`config.mk`:
```
export PLATFORM = sky130hd
export DESIGN_NAME = fx2_cmd_parser_flat
export DESIGN_NICKNAME = d
export VERILOG_FILES = /design/src/rtl/fx2_cmd_parser_if.sv /design/src/rtl/fx2_cmd_parser.sv /design/src/flat_wrapper.sv
export SDC_FILE = /design/constraint.sdc
export NUM_CORES = 1
export LEC_CHECK = 0
export CAP_MARGIN = 15
export CORE_MARGIN = 3
export CORE_UTILIZATION = 65
export CTS_CLUSTER_SIZE = 24
export DETAILED_ROUTE_END_ITERATION = 6
export DONT_BUFFER_PORTS = 1
export GPL_TIMING_DRIVEN = 0
export PLACE_DENSITY = 0.89
export SLEW_MARGIN = 25
export SYNTH_ARGS = -nofsm -noshare
export SYNTH_HDL_FRONTEND = slang
export SYNTH_SLANG_ARGS = --single-unit
```
`constraint.sdc`:
```
create_clock -name fx2_clk -period 4.8 [get_ports fx2_clk]
set_clock_uncertainty 0.15 [all_clocks]
set_input_delay 0.48 -clock fx2_clk [delete_from_list [all_inputs] [get_ports fx2_clk]]
set_output_delay 0.48 -clock fx2_clk [all_outputs]
set_load 0.03 [all_outputs]
```
`src/rtl/fx2_cmd_parser_if.sv`:
```
// Bundle for the FX2 command parser: command byte stream, framed reply and 32-bit register bus.
// The slave modport is the parser's view; master is the host/bridge side.
interface fx2_cmd_parser_if;
  logic [7:0]  cmd;
  logic        cmd_wr;
  logic [7:0]  reply;
  logic        reply_rdy;
  logic        reply_ack;
  logic        reply_end;
  logic [7:0]  reg_addr;
  logic [31:0] reg_wdata;
  logic        reg_wr;
  logic        reg_rd;
  logic [31:0] reg_rdata;
  logic        reply_overrun;

  modport master (
    output cmd, cmd_wr, reply_ack, reg_rdata,
    input  reply, reply_rdy, reply_end, reg_addr, reg_wdata, reg_wr, reg_rd, reply_overrun
  );

  modport slave (
    input  cmd, cmd_wr, reply_ack, reg_rdata,
    output reply, reply_rdy, reply_end, reg_addr, reg_wdata, reg_wr, reg_rd, reply_overrun
  );
endinterface

```
`src/rtl/fx2_cmd_parser.sv`:
```
// Decodes framed register read/write commands from the FX2 byte stream onto a 32-bit
// register bus and returns read data (or an error byte) as a framed byte reply.
module fx2_cmd_parser #(
  parameter int unsigned TIMEOUT = 1023,
  parameter logic [7:0]  MAGIC   = 8'hAA
) (
  input logic           fx2_clk,
  input logic           reset,
  fx2_cmd_parser_if.slave bus
);

  localparam int unsigned TO_W  = $clog2(TIMEOUT + 1);
  localparam int unsigned RB_N  = 5;
  localparam int unsigned IDX_W = 3;

  localparam logic [3:0] S_IDLE    = 4'd0;
  localparam logic [3:0] S_OP      = 4'd1;
  localparam logic [3:0] S_ADDR_W  = 4'd2;
  localparam logic [3:0] S_D0      = 4'd3;
  localparam logic [3:0] S_D1      = 4'd4;
  localparam logic [3:0] S_D2      = 4'd5;
  localparam logic [3:0] S_D3      = 4'd6;
  localparam logic [3:0] S_EXEC_WR = 4'd7;
  localparam logic [3:0] S_ADDR_R  = 4'd8;
  localparam logic [3:0] S_EXEC_RD = 4'd9;
  localparam logic [3:0] S_CAPT    = 4'd10;

  logic [3:0]       state, state_nxt;
  logic [TO_W-1:0]  tmo_cnt;
  logic             byte_state, timed_out;
  logic             reg_wr_nxt, reg_rd_nxt, addr_we, load_rd, load_err, overrun_set;
  logic [3:0]       data_we;

  logic [7:0]       reg_addr_q;
  logic [31:0]      reg_wdata_q;
  logic             reg_wr_q, reg_rd_q, overrun_q;

  logic [7:0]       rbuf [RB_N];
  logic [IDX_W-1:0] idx, len;
  logic             rdy_q;

  // Only byte-consuming states can be abandoned by the idle timeout.
  assign byte_state = (state == S_OP) || (state == S_ADDR_W) || (state == S_D0) ||
                      (state == S_D1) || (state == S_D2) || (state == S_D3) ||
                      (state == S_ADDR_R);
  assign timed_out  = byte_state && !bus.cmd_wr && (tmo_cnt >= TO_W'(TIMEOUT - 1));

  always_ff @(posedge fx2_clk) begin
    if (reset) state <= S_IDLE;
    else       state <= state_nxt;
  end

  always_comb begin
    state_nxt   = state;
    reg_wr_nxt  = 1'b0;
    reg_rd_nxt  = 1'b0;
    addr_we     = 1'b0;
    data_we     = 4'b0000;
    load_rd     = 1'b0;
    load_err    = 1'b0;
    overrun_set = 1'b0;
    case (state)
      S_IDLE: if (bus.cmd_wr && bus.cmd == MAGIC) state_nxt = S_OP;
      S_OP: if (bus.cmd_wr) begin
        if (bus.cmd == 8'h01)      state_nxt = S_ADDR_W;
        else if (bus.cmd == 8'h02) state_nxt = S_ADDR_R;
        else begin
          state_nxt = S_IDLE;
          if (rdy_q) overrun_set = 1'b1;
          else       load_err    = 1'b1;
        end
      end
      S_ADDR_W: if (bus.cmd_wr) begin addr_we = 1'b1; state_nxt = S_D0; end
      S_D0: if (bus.cmd_wr) begin data_we[0] = 1'b1; state_nxt = S_D1; end
      S_D1: if (bus.cmd_wr) begin data_we[1] = 1'b1; state_nxt = S_D2; end
      S_D2: if (bus.cmd_wr) begin data_we[2] = 1'b1; state_nxt = S_D3; end
      S_D3: if (bus.cmd_wr) begin
        data_we[3] = 1'b1;
        reg_wr_nxt = 1'b1;
        state_nxt  = S_EXEC_WR;
      end
      S_EXEC_WR: state_nxt = S_IDLE;
      S_ADDR_R: if (bus.cmd_wr) begin
        if (rdy_q) begin
          overrun_set = 1'b1;
          state_nxt   = S_IDLE;
        end else begin
          addr_we    = 1'b1;
          reg_rd_nxt = 1'b1;
          state_nxt  = S_EXEC_RD;
        end
      end
      S_EXEC_RD: state_nxt = S_CAPT;
      S_CAPT: begin load_rd = 1'b1; state_nxt = S_IDLE; end
      default: state_nxt = S_IDLE;
    endcase
    if (timed_out) state_nxt = S_IDLE;
  end

  // Register bus outputs, sticky overrun, saturating idle counter and reply control.
  always_ff @(posedge fx2_clk) begin
    if (reset) begin
      reg_addr_q  <= 8'h00;
      reg_wdata_q <= 32'h0;
      reg_wr_q    <= 1'b0;
      reg_rd_q    <= 1'b0;
      overrun_q   <= 1'b0;
      tmo_cnt     <= '0;
      idx         <= '0;
      len         <= '0;
      rdy_q       <= 1'b0;
    end else begin
      reg_wr_q <= reg_wr_nxt;
      reg_rd_q <= reg_rd_nxt;
      if (addr_we) reg_addr_q <= bus.cmd;
      for (int i = 0; i < 4; i++)
        if (data_we[i]) reg_wdata_q[8*i +: 8] <= bus.cmd;
      if (overrun_set) overrun_q <= 1'b1;

      if (bus.cmd_wr)
        tmo_cnt <= '0;
      else if (state != S_IDLE && tmo_cnt != TO_W'(TIMEOUT))
        tmo_cnt <= tmo_cnt + TO_W'(1);

      // A new load takes priority over an ack of the final byte.
      if (load_rd) begin
        idx   <= '0;
        len   <= IDX_W'(RB_N);
        rdy_q <= 1'b1;
      end else if (load_err) begin
        idx   <= '0;
        len   <= IDX_W'(1);
        rdy_q <= 1'b1;
      end else if (bus.reply_ack && rdy_q) begin
        if (idx == len - IDX_W'(1)) begin
          idx   <= '0;
          rdy_q <= 1'b0;
        end else begin
          idx <= idx + IDX_W'(1);
        end
      end
    end
  end

  always_ff @(posedge fx2_clk) begin
    if (load_rd) begin
      rbuf[0] <= reg_addr_q;
      rbuf[1] <= bus.reg_rdata[7:0];
      rbuf[2] <= bus.reg_rdata[15:8];
      rbuf[3] <= bus.reg_rdata[23:16];
      rbuf[4] <= bus.reg_rdata[31:24];
    end else if (load_err) begin
      rbuf[0] <= 8'hEE;
    end
  end

  assign bus.reply         = rdy_q ? rbuf[idx] : 8'h00;
  assign bus.reply_end     = rdy_q && (idx == len - IDX_W'(1));
  assign bus.reply_rdy     = rdy_q;
  assign bus.reg_addr      = reg_addr_q;
  assign bus.reg_wdata     = reg_wdata_q;
  assign bus.reg_wr        = reg_wr_q;
  assign bus.reg_rd        = reg_rd_q;
  assign bus.reply_overrun = overrun_q;

endmodule

```
`src/flat_wrapper.sv`:
```
// flat-port wrapper written by rule: the top's interface ports become plain ports
module fx2_cmd_parser_flat 
#(
  parameter int unsigned TIMEOUT = 1023,
  parameter logic [7:0]  MAGIC   = 8'hAA
)
  (fx2_clk, reset, bus_cmd, bus_cmd_wr, bus_reply_ack, bus_reg_rdata, bus_reply, bus_reply_rdy, bus_reply_end, bus_reg_addr, bus_reg_wdata, bus_reg_wr, bus_reg_rd, bus_reply_overrun);
  fx2_cmd_parser_if bus_i ();
  input logic fx2_clk;
  input logic reset;
  input wire logic [$bits(bus_i.cmd)-1:0] bus_cmd;
  input wire logic [$bits(bus_i.cmd_wr)-1:0] bus_cmd_wr;
  input wire logic [$bits(bus_i.reply_ack)-1:0] bus_reply_ack;
  input wire logic [$bits(bus_i.reg_rdata)-1:0] bus_reg_rdata;
  output wire logic [$bits(bus_i.reply)-1:0] bus_reply;
  output wire logic [$bits(bus_i.reply_rdy)-1:0] bus_reply_rdy;
  output wire logic [$bits(bus_i.reply_end)-1:0] bus_reply_end;
  output wire logic [$bits(bus_i.reg_addr)-1:0] bus_reg_addr;
  output wire logic [$bits(bus_i.reg_wdata)-1:0] bus_reg_wdata;
  output wire logic [$bits(bus_i.reg_wr)-1:0] bus_reg_wr;
  output wire logic [$bits(bus_i.reg_rd)-1:0] bus_reg_rd;
  output wire logic [$bits(bus_i.reply_overrun)-1:0] bus_reply_overrun;
  assign bus_i.cmd = bus_cmd;
  assign bus_i.cmd_wr = bus_cmd_wr;
  assign bus_i.reply_ack = bus_reply_ack;
  assign bus_i.reg_rdata = bus_reg_rdata;
  assign bus_reply = bus_i.reply;
  assign bus_reply_rdy = bus_i.reply_rdy;
  assign bus_reply_end = bus_i.reply_end;
  assign bus_reg_addr = bus_i.reg_addr;
  assign bus_reg_wdata = bus_i.reg_wdata;
  assign bus_reg_wr = bus_i.reg_wr;
  assign bus_reg_rd = bus_i.reg_rd;
  assign bus_reply_overrun = bus_i.reply_overrun;
  fx2_cmd_parser #(.TIMEOUT(TIMEOUT), .MAGIC(MAGIC)) u_core (.fx2_clk(fx2_clk), .reset(reset), .bus(bus_i));
endmodule
```
==> run metrics <==
starting density of the core 68.4%; RSZ-0062 raised after global routing no; drt pass-1 iters 4; Core ar. 0.00646 mm2; Fmax 0.368 GHz; Residual DRC 0; cell-internal power 1130 uW; Via Count 3057; CP required 4.17 ns; Worst Setup EP bus_reply[7]; reg-to-reg endpoint u_core.rbuf[3][7]; Synth area leader dfxtp_1; crit-path max FO 10; hold buffer count at cts 0; slowest stage cell on the critical path dfxtp_1; Post-synth top flop dfxtp_1; Post-CTS Repair Setup Buffers 0; largest net degree at the start of global routing 42; Rel. slew slack 40.6%; # rows 29; Post-Route WL 9130 um; setup TNS 0 ns; Antenna Cells 0; Resize count post-CTS 0; NumNets Final 455; reg-to-reg slack, setup 2.30 ns; top cell type's share of synthesized area 33.5%; path type of the worst setup path register to output pin; share of power burned in registers 63.2%; Mapped Area 0.00442 mm2; Seq/Total Area, Yosys 55.3%; syn nets 444; gr usage total 24.4%; CTS root buf clkbuf_8; status finished, final reports clean; drt via density 6.24; Total Power 1460 uW; CTS tree built; Slew Viols, Final 0; Setup crit end kind output pin; Synth async-reset ratio 0%; pwr dens 311 mW/mm2; post-route minimum period 2.72 ns; Max Buffers Root-to-Sink 2; Slew @ Worst Pin 0.879 ns; number of synthesized register bits 106; die span in y 88.5 um; HPWL Detailed 6570 um; syn avg cell area 11.1 um2; Netlist cell types 50; Syn. warnings 0; clk_lat worst skew 0.36 ns; routed len/inst 18.6 um; gpl congestion 0.937; Clock Sinks 106; count leader, synth dfxtp_1; startpoint types register; Fin Hold WS 0.0458 ns; top post-synthesis cells by area dfxtp_1 34%, edfxtp_1 22%, mux2i_1 11%; critical path launch point u_core.bus.reply_rdy; Crit path largest cell delay 0.72 ns; Ports 97; Post-Layout Cell Count 490; cells along the critical path clkbuf_1 > nor2b_1; Crit path depth 2; clock share of power 34.8%; fraction of layout cells with a size suffix above 1 11.9%; die area 0.00782 mm2; Post-synth EDFFs 32; max cap viols 0; # H-tree levels 3; CTS clock-pin slew for the worst setup and hold paths 0.10 ns; Syn Inst Count 397; total placed cells including tap cells 474; Comb power frac 2.0%; TritonCTS Buffers 9; Core Util, Final 72.7%; Top delay family on crit path flip-flops; PortBufs 0; final number of hold-violating endpoints 0; GR Overflow Total 0; Net Sw Frac 22.8%; first-pass GRT wire length 14600 um; Area Growth Syn to Fin 6.29%; Final setup viols 0; initial antenna violation count 0; Die W 88.5 um; R2R cell count 6; r2r startpoint u_core.state[1]; Buf/Inv on CP 1; crit path DAT 2.09 ns; commonest cells in the netlist 74 x dfxtp_1, 55 x nor2_1, 50 x mux2i_1, 32 x edfxtp_1, 29 x nand2_1; vias in the first global route 2937; Antenna Violating Nets Remaining 0; Hold Crit Class primary input to register; peak supply drop 0.284 mV; Net Sw Power 333 uW; Lkg Pwr 0.00176 uW; post-route clock period utilization 56.6%; initial DRC count 289
## cells in the final DEF, fill, tap and decap left out, types with 3 or more instances in the layout
cell	n
a211oi_1	5
a21oi_1	9
a21oi_2	3
a31oi_1	3
buf_2	10
clkbuf_1	14
clkbuf_8	9
dfxtp_1	74
edfxtp_1	32
ha_1	3
inv_1	4
mux2i_1	50
mux4_2	8
nand2_1	29
nand2b_1	6
nand3_1	3
nor2_1	55
nor2b_1	12
nor3_1	6
nor3b_1	7
nor4_1	4
o21ai_0	11
or3_4	3
xnor2_1	6
## kinds of logic (layout without fill, tap and decap cells)
| group | after synthesis | in the layout | synth area share [%] |
|---|---|---|---|
| AND/OR/NAND/NOR | 144 | 144 | 16.5 |
| flip-flops | 106 | 106 | 55.3 |
| multiplexers | 58 | 58 | 15.4 |
| AO/OA/AOI/OAI | 49 | 49 | 7.79 |
| buffers and inverters | 30 | 46 | 2.83 |
| XOR/XNOR | 7 | 7 | 1.39 |
| adder cells (fa/ha/maj) | 3 | 3 | 0.849 |
## how the worst min path moves through the flow
| stage | slack, ns | start | cells after the start | end |
|---|---|---|---|---|
| floorplan | 0.28 | u_core.rbuf[0][0] | 2 | u_core.rbuf[0][0] |
| global placement | 0.30 | u_core.rbuf[0][0] | 2 | u_core.rbuf[0][0] |
| detailed placement | 0.31 | u_core.rbuf[0][0] | 2 | u_core.rbuf[0][0] |
| CTS | 0.05 | bus_reg_rdata[15] | 0 | u_core.rbuf[2][7] |
| global route | 0.04 | bus_reg_rdata[25] | 0 | u_core.rbuf[4][1] |
| finish | 0.05 | bus_reg_rdata[15] | 0 | u_core.rbuf[2][7] |
## power by group through the flow
stage | combinational [uW] | clock [uW] | sequential (uW)
CTS | 29.7 | 511 | 924
detailed placement | 29.6 | 0 | 944
finish | 30.0 | 509 | 924
floorplan | 23.2 | 0 | 944
global route | 33.2 | 545 | 924
global placement | 28.8 | 0 | 944
## area by class of cell
| cell class | count | area (um2) |
|---|---|---|
| clock buffer | 9 | 124 |
| inverter | 4 | 15.0 |
| clock inverter | 7 | 57.6 |
| sequential | 106 | 2440 |
| fill | 433 | 1760 |
| tap | 77 | 96.3 |
| multi-input combinational | 261 | 1850 |
| buffer | 26 | 110 |
## stage by stage
stage / worst slack, ns / cell area [um2]
global route: 1.93 / 4700
detailed placement: 2.34 / 4520
floorplan: 2.66 / 4420
finish: 2.08 / 4700
CTS: 2.07 / 4700
global placement: 2.38 / 4520
## metal layers
layer  up-vias  GRT usage [%]  share of wire (%)
li1       1441              -                  -
met1      1481           29.5                 40
met2       114           40.9                 50
met3        21           7.82                7.8
met4         0           9.34                2.2
met5         -              0                  0
## sequential cells by signal, indices dropped and copies added (netlist names), named ones only
name	cells
u_core.bus.reg_addr	8
u_core.bus.reg_rd	1
u_core.bus.reg_wdata	32
u_core.bus.reg_wr	1
u_core.bus.reply_overrun	1
u_core.bus.reply_rdy	1
u_core.idx	3
u_core.len	2
u_core.rbuf	40
u_core.state	4
u_core.tmo_cnt	10
## worst register-to-register path, stage by stage, from the launching register on
cell and delay [ns]:
dfxtp_1 0.31, buf_2 0.19, nand2b_1 0.14, or2_2 0.31
clkbuf_1 0.20, inv_1 0.15, buf_2 0.67
(Power assumes the default switching activity.)
